**src/rtl/mem_pkg.sv**
```systemverilog
`default_nettype none
// ============================================================================
// Module      : mem_pkg
// Description : Shared encodings for the data-RAM access controller: access
//               size codes, controller FSM states and alignment helper.
// Revision    : 1.0 - initial release
// ============================================================================
package mem_pkg;

    localparam int ADDR_W_DEFAULT = 10;

    localparam logic [1:0] SZ_BYTE    = 2'b00;
    localparam logic [1:0] SZ_HALF    = 2'b01;
    localparam logic [1:0] SZ_WORD    = 2'b10;
    localparam logic [1:0] SZ_ILLEGAL = 2'b11;

    typedef enum logic [2:0] {
        ST_IDLE     = 3'd0,
        ST_RD       = 3'd1,
        ST_MERGE_WR = 3'd2,
        ST_WR       = 3'd3,
        ST_RESP     = 3'd4
    } state_t;

    // Alignment rule for a given size and byte lane; bytes are always aligned.
    function automatic logic is_misaligned(input logic [1:0] size, input logic [1:0] lane);
        logic mis;
        mis = 1'b0;
        case (size)
            SZ_HALF: mis = lane[0];
            SZ_WORD: mis = (lane != 2'b00);
            default: mis = 1'b0;
        endcase
        return mis;
    endfunction

endpackage
`default_nettype wire

```
**src/rtl/mem_lane_align.sv**
```systemverilog
`default_nettype none
// ============================================================================
// Module      : mem_lane_align
// Description : Little-endian lane handling for 32-bit words. Extracts and
//               sign/zero-extends a byte or halfword for loads, and merges a
//               byte or halfword into an existing word for stores.
// Revision    : 1.0 - initial release
// ============================================================================
module mem_lane_align
    import mem_pkg::*;
(
    input  logic [31:0] i_word,
    input  logic [1:0]  i_lane,
    input  logic [1:0]  i_size,
    input  logic        i_unsigned,
    input  logic [15:0] i_store_data,
    output logic [31:0] o_load_data,
    output logic [31:0] o_merged_word
);

    logic [7:0]  w_byte;
    logic [15:0] w_half;

    // Load path: select the addressed lane and extend it to 32 bits.
    always_comb begin
        w_byte = i_word[7:0];
        case (i_lane)
            2'd0:    w_byte = i_word[7:0];
            2'd1:    w_byte = i_word[15:8];
            2'd2:    w_byte = i_word[23:16];
            default: w_byte = i_word[31:24];
        endcase
        w_half = i_lane[1] ? i_word[31:16] : i_word[15:0];

        o_load_data = i_word;
        case (i_size)
            SZ_BYTE: o_load_data = {{24{~i_unsigned & w_byte[7]}}, w_byte};
            SZ_HALF: o_load_data = {{16{~i_unsigned & w_half[15]}}, w_half};
            default: o_load_data = i_word;
        endcase
    end

    // Store path: overwrite only the addressed lane(s) of the old word.
    always_comb begin
        o_merged_word = i_word;
        case (i_size)
            SZ_BYTE: begin
                case (i_lane)
                    2'd0:    o_merged_word[7:0]   = i_store_data[7:0];
                    2'd1:    o_merged_word[15:8]  = i_store_data[7:0];
                    2'd2:    o_merged_word[23:16] = i_store_data[7:0];
                    default: o_merged_word[31:24] = i_store_data[7:0];
                endcase
            end
            SZ_HALF: begin
                if (i_lane[1]) begin
                    o_merged_word[31:16] = i_store_data;
                end else begin
                    o_merged_word[15:0] = i_store_data;
                end
            end
            default: o_merged_word = i_word;
        endcase
    end

endmodule
`default_nettype wire

```
**src/rtl/mem_access_ctrl.sv**
```systemverilog
`default_nettype none
// ============================================================================
// Module      : mem_access_ctrl
// Description : CPU load/store initiator for a word-addressed data RAM without
//               byte enables. One request at a time; sub-word stores use a
//               read-modify-write sequence. Strobes decode from state flops.
// Revision    : 1.0 - initial release
// ============================================================================
module mem_access_ctrl
    import mem_pkg::*;
#(
    parameter int ADDR_W = ADDR_W_DEFAULT,
    parameter int DATA_W = 32
) (
    input  logic              clk,
    input  logic              rst_n,
    input  logic              req_valid,
    output logic              req_ready,
    input  logic              req_we,
    input  logic [1:0]        req_size,
    input  logic              req_unsigned,
    input  logic [31:0]       req_addr,
    input  logic [31:0]       req_wdata,
    output logic              rsp_valid,
    input  logic              rsp_ready,
    output logic [31:0]       rsp_rdata,
    output logic              rsp_err,
    output logic              mem_cs,
    output logic              mem_read_en,
    output logic              mem_write_en,
    output logic [ADDR_W-1:0] mem_addr,
    output logic [DATA_W-1:0] mem_wdata,
    input  logic [DATA_W-1:0] mem_rdata
);

    state_t              r_state_q,     w_state_d;
    logic                r_we_q,        w_we_d;
    logic [1:0]          r_size_q,      w_size_d;
    logic                r_uns_q,       w_uns_d;
    logic [1:0]          r_lane_q,      w_lane_d;
    logic [15:0]         r_wdata_q,     w_wdata_d;
    logic [ADDR_W-1:0]   r_mem_addr_q,  w_mem_addr_d;
    logic [DATA_W-1:0]   r_mem_wdata_q, w_mem_wdata_d;
    logic [31:0]         r_rsp_rdata_q, w_rsp_rdata_d;
    logic                r_rsp_err_q,   w_rsp_err_d;

    logic                w_addr_oor;
    logic                w_req_err;
    logic [31:0]         w_load_data;
    logic [31:0]         w_merged_word;

    // Any address bit above the RAM's byte range makes the access out of range.
    assign w_addr_oor = |(req_addr >> (ADDR_W + 2));
    assign w_req_err  = w_addr_oor | (req_size == SZ_ILLEGAL) |
                        is_misaligned(req_size, req_addr[1:0]);

    mem_lane_align u_lane_align (
        .i_word        (mem_rdata),
        .i_lane        (r_lane_q),
        .i_size        (r_size_q),
        .i_unsigned    (r_uns_q),
        .i_store_data  (r_wdata_q),
        .o_load_data   (w_load_data),
        .o_merged_word (w_merged_word)
    );

    // Next-state and datapath updates; every register holds unless changed.
    always_comb begin
        w_state_d     = r_state_q;
        w_we_d        = r_we_q;
        w_size_d      = r_size_q;
        w_uns_d       = r_uns_q;
        w_lane_d      = r_lane_q;
        w_wdata_d     = r_wdata_q;
        w_mem_addr_d  = r_mem_addr_q;
        w_mem_wdata_d = r_mem_wdata_q;
        w_rsp_rdata_d = r_rsp_rdata_q;
        w_rsp_err_d   = r_rsp_err_q;

        case (r_state_q)
            ST_IDLE: begin
                if (req_valid) begin
                    w_we_d        = req_we;
                    w_size_d      = req_size;
                    w_uns_d       = req_unsigned;
                    w_lane_d      = req_addr[1:0];
                    w_wdata_d     = req_wdata[15:0];
                    w_rsp_err_d   = w_req_err;
                    w_rsp_rdata_d = 32'd0;
                    if (w_req_err) begin
                        // RAM address/data are left untouched for rejected requests.
                        w_state_d = ST_RESP;
                    end else begin
                        w_mem_addr_d = req_addr[ADDR_W+1:2];
                        if (!req_we) begin
                            w_state_d = ST_RD;
                        end else if (req_size == SZ_WORD) begin
                            w_mem_wdata_d = req_wdata;
                            w_state_d     = ST_WR;
                        end else begin
                            w_state_d = ST_RD;
                        end
                    end
                end
            end
            ST_RD: begin
                if (r_we_q) begin
                    w_mem_wdata_d = w_merged_word;
                    w_state_d     = ST_MERGE_WR;
                end else begin
                    w_rsp_rdata_d = w_load_data;
                    w_state_d     = ST_RESP;
                end
            end
            ST_MERGE_WR, ST_WR: begin
                w_state_d = ST_RESP;
            end
            ST_RESP: begin
                if (rsp_ready) begin
                    w_state_d = ST_IDLE;
                end
            end
            default: begin
                w_state_d = ST_IDLE;
            end
        endcase
    end

    // State and datapath registers with synchronous active-low reset.
    always_ff @(posedge clk) begin
        if (!rst_n) begin
            r_state_q     <= ST_IDLE;
            r_we_q        <= 1'b0;
            r_size_q      <= SZ_BYTE;
            r_uns_q       <= 1'b0;
            r_lane_q      <= 2'd0;
            r_wdata_q     <= 16'd0;
            r_mem_addr_q  <= '0;
            r_mem_wdata_q <= '0;
            r_rsp_rdata_q <= 32'd0;
            r_rsp_err_q   <= 1'b0;
        end else begin
            r_state_q     <= w_state_d;
            r_we_q        <= w_we_d;
            r_size_q      <= w_size_d;
            r_uns_q       <= w_uns_d;
            r_lane_q      <= w_lane_d;
            r_wdata_q     <= w_wdata_d;
            r_mem_addr_q  <= w_mem_addr_d;
            r_mem_wdata_q <= w_mem_wdata_d;
            r_rsp_rdata_q <= w_rsp_rdata_d;
            r_rsp_err_q   <= w_rsp_err_d;
        end
    end

    // Handshake and RAM strobes decoded purely from the registered state.
    always_comb begin
        req_ready    = (r_state_q == ST_IDLE);
        rsp_valid    = (r_state_q == ST_RESP);
        mem_read_en  = (r_state_q == ST_RD);
        mem_write_en = (r_state_q == ST_WR) || (r_state_q == ST_MERGE_WR);
        mem_cs       = mem_read_en || mem_write_en;
    end

    assign mem_addr  = r_mem_addr_q;
    assign mem_wdata = r_mem_wdata_q;
    assign rsp_rdata = r_rsp_rdata_q;
    assign rsp_err   = r_rsp_err_q;

endmodule
`default_nettype wire

```
**config.mk**
```make
export PLATFORM = sky130hd
export DESIGN_NAME = mem_access_ctrl
export DESIGN_NICKNAME = d
export VERILOG_FILES = /design/src/rtl/mem_pkg.sv /design/src/rtl/mem_lane_align.sv /design/src/rtl/mem_access_ctrl.sv
export SDC_FILE = /design/constraint.sdc
export NUM_CORES = 1
export LEC_CHECK = 0
export CORE_MARGIN = 5
export CORE_UTILIZATION = 45
export CTS_BUF_LIST = sky130_fd_sc_hd__clkbuf_2
export CTS_CLUSTER_SIZE = 30
export DETAILED_ROUTE_END_ITERATION = 7
export GPL_TIMING_DRIVEN = 0
export PLACE_DENSITY = 0.76
export SETUP_SLACK_MARGIN = 0.3
export SLEW_MARGIN = 20
export SYNTH_ARGS = -nofsm -noshare
export SYNTH_HDL_FRONTEND = slang
export SYNTH_HIERARCHICAL = 1
export SYNTH_SLANG_ARGS = --single-unit
```
**constraint.sdc**
```tcl
create_clock -name clk -period 3.3 [get_ports clk]
set_clock_uncertainty 0.1 [all_clocks]
set_input_delay 0.66 -clock clk [delete_from_list [all_inputs] [get_ports clk]]
set_output_delay 0.66 -clock clk [all_outputs]
set_load 0.03 [all_outputs]
```
==> results.json <==
{
  "outcome": "finished, final reports clean",
  "period_share_pct": 84.2,
  "io_buffers": 182,
  "synth-main-ff-cell": "dfxtp_1",
  "max_slew_margin_pct": 56.1,
  "cp-start-kind": "register",
  "clock.fmax_ghz": 0.360,
  "p_per_area_mw_per_mm2": 323,
  "wirelength_um": 20900,
  "cts-hold-fix-buffers": 0,
  "avgSynthCellArea_um2": 8.64,
  "grt_setup_unrepaired": "false",
  "hp-class": "register to register",
  "r2r_start": "r_size_q[0]",
  "area_growth_pct": 38.3,
  "synth_fp_nets": 758,
  "hold_violations": 0,
  "hpwl_um": 16500,
  "p_leak_nw": 2.91,
  "layoutNonFillerInstCount": 1015,
  "layout-drive-gt1-share_pct": 8.85,
  "fp.coreArea_mm2": 0.0121,
  "final_util_pct": 64.3,
  "mappedNetlistArea_mm2": 0.00563,
  "crit_path_end_kind": "primary output",
  "grt_pass1_wl_um": 31900,
  "cts_tree": "yes",
  "worst_pin_slew_ns": 0.658,
  "clk_path_buf_depth": 2,
  "syn_inst": 651,
  "drt-initial-drc-count": 583,
  "drc": 0,
  "die_x_um": 122,
  "wl_per_cell_um": 20.6,
  "antenna-diode-count": 0,
  "crit_fanout": 7,
  "ant_nets": 0,
  "rows": 40,
  "cp-startpoint": "r_state_q[2]",
  "grt_max_degree": 16,
  "start_util_pct": 46.5,
  "min_period_ns": 2.78,
  "synth_top_area_share_pct": 35.6,
  "final_cell_mix": "clkdlybuf4s50_1 (181), nand2_1 (102), dfxtp_1 (100)",
  "vias_per_cell": 5.74,
  "async_flop_share_pct": 0,
  "clk-insertion-delay-late_ns": 0.61,
  "whs_ns": 0.382,
  "grt_pass1_vias": 5781,
  "synth_edf_count": 0,
  "antenna_found_initial": 0,
  "crit_type": "register to primary output",
  "min-delay-start": "mem_addr[4]",
  "synth_seq_cells": 100,
  "cts.reportedPaths.clkPinSlew_ns": 0.26,
  "crit_required_ns": 2.54,
  "dpl.cell_count": 1001,
  "ys.warnings.count": 6,
  "final_common_cell": "clkdlybuf4s50_1",
  "slew_viol_final": 0,
  "clockRootBuffer": "clkbuf_2",
  "htreeDepth": 3,
  "numCtsBuffers": 9,
  "finalSetupViolCount": 0,
  "nets": 951,
  "dieArea_mm2": 0.0148,
  "arrival_ns": 2.02,
  "via_count": 5825,
  "synthDistinctLibCells": 52,
  "cts_num_sinks": 100,
  "gp_congestion": 0.914,
  "track_usage_pct": 27.6,
  "synth_area_leader_cell": "dfxtp_1",
  "drv_cap": 0,
  "drtPass1Iterations": 5,
  "die_y_um": 122,
  "gr-total-overflow": 0,
  "ir_drop_v": 0.000285,
  "synth_area_leaders": "dfxtp_1 (36%), a221o_1 (7.3%), nand2_1 (6.8%), nor2b_1 (4.4%), a22oi_1 (4.3%)",
  "pin_count": 184,
  "ys_seq_area_share_pct": 35.6
}
[metal layers]
layer	up-vias	share of wire, %	track usage, %
li1	2738	-	-
met1	2775	41	34.3
met2	270	46	45.8
met3	42	9.6	7.24
met5	-	0	0
met4	0	3.2	10.9
[timing repair]
item | in CTS | in global routing
resized for setup | 0 | 1
setup endpoints to repair | 0 | 1
buffers inserted | 0 | 0
[path summary, 6_finish.rpt]
check,endpoint,depth (start not counted),slack [ns]
min,mem_addr[4],2,0.38
min reg2reg,mem_addr[4],2,0.38
max,req_ready,2,0.52
max reg2reg,mem_wdata[15],6,0.94
[cell families after synthesis]
kind of cell | count (synthesis) | share of synthesized area (%)
AND/OR/NAND/NOR | 256 | 22.7
flip-flops | 100 | 35.6
multiplexers | 31 | 8.01
AO/OA/AOI/OAI | 181 | 25.4
adder cells (fa/ha/maj) | 3 | 0.667
buffers and inverters | 80 | 7.58
[registers in the layout, summed over array words and instances, names as in the netlist, 2 cells and up]
register	flops
r_wdata_q	16
r_state_q	3
rsp_rdata	32
r_size_q	2
mem_addr	10
mem_wdata	32
r_lane_q	2
[through the flow]
| stage | setup TNS [ns] | power [mW] | area [um2] | worst slack, ns |
|---|---|---|---|---|
| final | 0 | 2.51 | 7780 | 0.522 |
| after global routing | 0 | 2.62 | 7780 | 0.390 |
| after CTS | 0 | 2.52 | 7780 | 0.316 |
| after detailed placement | -0.0407 | 1.87 | 7660 | -0.00976 |
| after global placement | 0 | 1.86 | 7660 | 0.0610 |
| after floorplan | 0 | 1.60 | 5630 | 0.890 |
[worst max-delay path, stage by stage, from the launching register on]
cell and delay [ns]:
dfxtp_1 0.43, nor3_2 0.27, clkdlybuf4s50_1 0.71
[synthesized netlist by cell type, types with 2 or more instances]
master / instances
nand2_1: 102
dfxtp_1: 100
a221o_1: 41
nor2b_1: 40
nor2_1: 39
and2_1: 35
clkbuf_1: 35
a22oi_1: 32
o21ai_0: 23
a21boi_0: 22
inv_1: 22
mux2_2: 20
a221oi_1: 16
o22ai_1: 15
nand3_1: 11
buf_6: 10
a2bb2oi_1: 8
o22a_1: 8
buf_2: 7
a211oi_1: 6
nor4_1: 6
mux2_4: 5
buf_4: 4
mux4_1: 4
nand2b_1: 4
nor3_1: 4
a21oi_1: 3
ha_1: 3
mux4_2: 2
o21ai_1: 2
[power breakdown]
group	switching (mW)	total [mW]	internal [mW]
clock	0.409	0.651	0.242
combinational	0.315	0.611	0.296
sequential	0.0202	1.25	1.23
[cell type report]
type | instances | area, um2
fillers | 1048 | 4330
inverters | 22 | 82.6
plain buffers | 58 | 344
flip-flops and latches | 100 | 2000
well taps | 168 | 210
clock buffers | 9 | 45.0
clock inverters | 5 | 77.6
multi-input cells | 471 | 3200
repair buffers | 182 | 1820
Power figures use the tool's default switching activity.
